### src/rtl/poly_div_31by16.sv
`default_nettype none
// ============================================================================
// Module      : poly_div_31by16
// Description : Sequential GF(2) polynomial divider. Divides a 31-bit
//               dividend by a 16-bit divisor, one dividend bit per cycle,
//               MSB first, producing quotient q and remainder r with
//               a = q*b XOR r and deg(r) < deg(b).
// Revision    : 1.0 - initial release
// ============================================================================
module poly_div_31by16 (
  input  logic        clk,
  input  logic        rst_n,
  input  logic        start,
  input  logic [30:0] a,
  input  logic [15:0] b,
  output logic        busy,
  output logic        done,
  output logic        err,
  output logic [30:0] q,
  output logic [14:0] r
);

  localparam logic [1:0] S_IDLE = 2'd0;
  localparam logic [1:0] S_CALC = 2'd1;
  localparam logic [1:0] S_DONE = 2'd2;

  // Step index of the 31st (final) CALC step
  localparam logic [4:0] C_LAST_STEP = 5'd30;

  logic [1:0]  r_state;
  logic [1:0]  w_state_next;

  logic [30:0] r_dvd;      // dividend, shifted left so bit 30 is the next bit
  logic [14:0] r_dvs;      // divisor low bits; bit 15 only ever cancels T[15]
  logic [3:0]  r_deg;      // degree of the divisor
  logic [4:0]  r_cnt;      // CALC step counter
  logic [30:0] r_quo;      // quotient accumulator
  logic [14:0] r_rem;      // running remainder

  logic        w_accept;
  logic        w_last;
  logic        w_b_zero;
  logic [3:0]  w_deg_in;
  logic [15:0] w_t;
  logic        w_qbit;
  logic [14:0] w_rem_next;

  assign w_accept = (r_state == S_IDLE) && start;
  assign w_last   = (r_cnt == C_LAST_STEP);
  assign w_b_zero = (b == 16'd0);

  // Degree of the incoming divisor: index of its highest set bit
  always_comb begin
    w_deg_in = 4'd0;
    for (int i = 0; i < 16; i++) begin
      if (b[i]) w_deg_in = 4'(i);
    end
  end

  // One long-division step: shift in the next dividend bit, reduce if T[d] set
  always_comb begin
    w_t        = {r_rem, r_dvd[30]};
    w_qbit     = w_t[r_deg];
    w_rem_next = w_t[14:0] ^ (w_qbit ? r_dvs : 15'd0);
  end

  // State register
  always_ff @(posedge clk or negedge rst_n) begin
    if (!rst_n) r_state <= S_IDLE;
    else        r_state <= w_state_next;
  end

  // Next-state logic; a zero divisor bypasses CALC entirely
  always_comb begin
    w_state_next = r_state;
    case (r_state)
      S_IDLE:  if (start) w_state_next = w_b_zero ? S_DONE : S_CALC;
      S_CALC:  if (w_last) w_state_next = S_DONE;
      S_DONE:  w_state_next = S_IDLE;
      default: w_state_next = S_IDLE;
    endcase
  end

  // Status outputs decoded from state
  always_comb begin
    busy = 1'b0;
    done = 1'b0;
    case (r_state)
      S_CALC:  busy = 1'b1;
      S_DONE:  done = 1'b1;
      default: ;
    endcase
  end

  // Datapath: operand capture, per-step update, result publication at DONE entry
  always_ff @(posedge clk or negedge rst_n) begin
    if (!rst_n) begin
      r_dvd <= 31'd0;
      r_dvs <= 15'd0;
      r_deg <= 4'd0;
      r_cnt <= 5'd0;
      r_quo <= 31'd0;
      r_rem <= 15'd0;
      q     <= 31'd0;
      r     <= 15'd0;
      err   <= 1'b0;
    end else if (w_accept) begin
      r_dvd <= a;
      r_dvs <= b[14:0];
      r_deg <= w_deg_in;
      r_cnt <= 5'd0;
      r_quo <= 31'd0;
      r_rem <= 15'd0;
      if (w_b_zero) begin
        q   <= 31'd0;
        r   <= 15'd0;
        err <= 1'b1;
      end
    end else if (r_state == S_CALC) begin
      r_dvd <= {r_dvd[29:0], 1'b0};
      r_quo <= {r_quo[29:0], w_qbit};
      r_rem <= w_rem_next;
      r_cnt <= r_cnt + 5'd1;
      if (w_last) begin
        q   <= {r_quo[29:0], w_qbit};
        r   <= w_rem_next;
        err <= 1'b0;
      end
    end
  end

endmodule
`default_nettype wire

### config.mk
export PLATFORM = sky130hd
export DESIGN_NAME = poly_div_31by16
export DESIGN_NICKNAME = d
export VERILOG_FILES = /design/src/rtl/poly_div_31by16.sv
export SDC_FILE = /design/constraint.sdc
export NUM_CORES = 1
export LEC_CHECK = 0
export CORE_MARGIN = 4
export CORE_UTILIZATION = 52
export CTS_CLUSTER_SIZE = 25
export DETAILED_ROUTE_END_ITERATION = 7
export PLACE_DENSITY = 0.78
export SLEW_MARGIN = 5
export SYNTH_ARGS = -nofsm -noshare
export SYNTH_HDL_FRONTEND = slang
export SYNTH_SLANG_ARGS = --single-unit
### constraint.sdc
create_clock -name clk -period 2.9 [get_ports clk]
set_input_delay 0.87 -clock clk [delete_from_list [all_inputs] [get_ports clk]]
set_output_delay 0.87 -clock clk [all_outputs]
set_load 0.01 [all_outputs]
==> results by group <==
GRT
  – Gr ovfl total: 0
  – Met1 Resource Use GR: 0.291
  – Grt met3 use: 0.0602
  – Largest net degree at the start of global routing: 124
  – Met2 usage: 0.338
  – Vias in the first global route: 4,950
  – Gr usage total: 0.213
  – Initial antenna violation count: 0
  – First-pass GRT wire length: ~24 mm
  – GRT busiest layer: met2

Final layout
  – Final core utilization: 0.691
  – Area Growth Syn to Fin: 28.7%
  – Post-route cell area: approximately 8000 µm²
  – Layout Nets: between 700 and 800
  – Share of cells above drive strength 1: 0.0877
  – ANT cells: 0

Synth
  – Fraction of synthesized cell area in xor and xnor cells: 0.0250
  – Mapped Avg Cell Area: approximately 9.7 µm²
  – Post-synthesis adder-cell area fraction: 0.00403
  – Synth Area in Simple Gates: 0.176
  – Top_reg_cell synth: dfrtp_1
  – Cell area after synthesis: between 6000 and 7000 µm²
  – Mapped Nets: 690
  – Synth top area cells: dfrtp_1 60%, nand2_1 13%, o21ai_0 5.8%
  – Register area share after synthesis: 0.600
  – Largest family of logic cells by synthesized area: simple AND/OR/NAND/NOR gates
  – Top-count cell post-synth: nand2_1
  – Synthesized instance count: about 640
  – Yosys cell types: 32
  – Post-synthesis mux area share: 0.0205
  – Yosys Warn Count: 0
  – Synth top area share: 0.600
  – Synth async-reset ratio: 1.00
  – Top cell type by total area after synthesis: dfrtp_1
  – Synth top cells by count: 219 x nand2_1, 149 x dfrtp_1, 72 x o21ai_0
  – EDFF count, synth: 0
  – Yosys reg bits: 149
  – Synth Area in Compound Gates: 0.144

Timing
  – Hold slack final: about 0.46 ns
  – Slew margin rel.: 0.262
  – RSZ-0062 raised after global routing: false
  – Worst-margin pin slew: 1.11 ns
  – Final Cycle Share: 0.939
  – Fmax: roughly 370 MHz
  – Setup total negative slack: 0 ns
  – PnR worst setup slack: approximately 0.18 ns
  – # setup viols final: 0
  – Final hold vios: 0
  – Slew Limit Fails: 0
  – Tmin final: about 2.7 ns
  – Max Clock Skew: 0.00919 ns

Worst setup path
  – Crit. End Element: primary output
  – CP peak stage delay: just under 0.6 ns
  – Crit start category: flip-flop
  – Worst EP arrival: approximately 1.9 ns
  – CP required: 2.03 ns
  – Critical Path Fanout Max: 10
  – Crit Path Class: reg2out
  – CP Cell Sequence: nand2b_1, clkinv_2, clkdlybuf4s50_1
  – Critical-path top delay cell: clkdlybuf4s50_1

Place
  – Post-Place Setup Slack: -0.0380 ns
  – Input/output buffers: slightly below 100
  – GP Congestion: 0.843
  – Placed Instance Area: between 7000 and 8000 µm²
  – DP Wirelength: ~9 mm

CTS
  – Clock buffer count from CTS: 17
  – Postcts setup bufs: 0
  – CTS Sinks: between 100 and 150
  – CTS Hold Buffers Added: 0
  – H-tree Lvls: 4
  – Worst-path clk slew: ~0.06 ns
  – CTS tree: yes
  – Root Buffer: clkbuf_16
  – Worst skew pair latency: roughly 0.4 ns
  – CTS max path bufs: 2
  – Post_cts resized: 0

Detailed routing
  – Via density: 5.54
  – Via count: 4,894
  – Post-DR wirelength/cell: around 16 µm
  – Drt initial violations: slightly above 400
  – Drt first pass iters: 8
  – Residual DRC count: 0
  – WL final: approximately 14 mm
  – Antenna Nets Post-Route: 0

Floorplanning
  – Starting Density: 0.537
  – Die area: approximately 14,000 µm²
  – I/O pins: around 100
  – Die Width: roughly 120 µm
  – Core region area: ~12,000 µm²
  – Die H: 117 µm
  – Row cnt: 39

Power and ir drop
  – Peak VDD IR: 0.710 mV
  – Pwr per Cell Area: approximately 1100 nW/µm²
  – Leakage: 3.63 nW

Min path
  – Min-Delay Path Class: in2async

Outcome
  – Status: completed

Flow run
  – Max-Cap Viols: 0
critical path, delay by kind of cell (launching register included):
family,cells,cell delay [ns]
DFF,1,0.39
buffers and inverters,2,0.74
and+or+nand+nor,1,0.32
flip-flops by register name, summed over array words and instances (netlist names):
register and flops:
q 31, r 15, r_quo 30, r_dvd 31, err 1, r_state 2, r_dvs 15, r_cnt 5
r_deg 4, r_rem 15
power by group:
group          switching, mW  leakage, nW  internal (mW)  total, mW
clock                  0.864        0.291           1.39       2.25
combinational           1.65         1.43           1.27       2.92
sequential             0.565         1.92           2.92       3.49
worst paths after layout:
check | start | to | slack (ns) | cells after the start
max | r_state[1]$_DFFE_PN0P_ | busy | 0.18 | 3
min | rst_n | q[27]$_DFFE_PN0P_ | 0.46 | 1
min reg2reg | r_dvd[14]$_DFFE_PN0P_ | r_dvd[14]$_DFFE_PN0P_ | 0.47 | 2
min in group clk | r_dvd[14]$_DFFE_PN0P_ | r_dvd[14]$_DFFE_PN0P_ | 0.47 | 2
max reg2reg | r_deg[0]$_DFFE_PN0P_ | r_rem[11]$_DFFE_PN0P_ | 0.28 | 5
max in group asynchronous | rst_n | r_quo[9]$_DFFE_PN0P_ | 1.74 | 2
cells in the final DEF (no fill, tap or decap), types with 5 or more instances in the layout:
cell and count:
nand2_1 218, clkbuf_16 17, nand3_1 5, o31ai_1 16, a211oi_1 16, nor2_1 25, nand2_2 9, xor2_1 14
buf_4 13, clkdlybuf4s50_1 97, o21ai_0 72, dfrtp_1 149, a22oi_1 30
per-stage QoR:
stage	total power, mW	std cells
global route	9.28	884
detailed placement	6.40	852
CTS	8.71	884
floorplan	5.32	638
finish	8.66	884
global placement	6.22	852
routing by layer:
| layer | wire (µm) | vias up |
|---|---|---|
| met5 | 0 | - |
| met4 | 205 | 0 |
| met1 | 6080 | 2384 |
| met2 | 6730 | 151 |
| met3 | 814 | 23 |
| li1 | - | 2336 |
cells by family after synthesis:
family	Yosys count
AO/OA/AOI/OAI	143
buffers and inverters	48
XOR/XNOR	16
flip-flops	149
AND/OR/NAND/NOR	275
adder cells (fa/ha/maj)	2
multiplexers	5
final cells by class:
cell class,count,area (µm²)
sequential,149,3730
fill,859,3570
multi-input combinational,441,2310
timing repair buffer,114,1140
clock buffer,19,443
tap,143,179
clock inverter,13,174
inverter,5,20.0
Note: power is estimated with default switching activity, not from simulation.
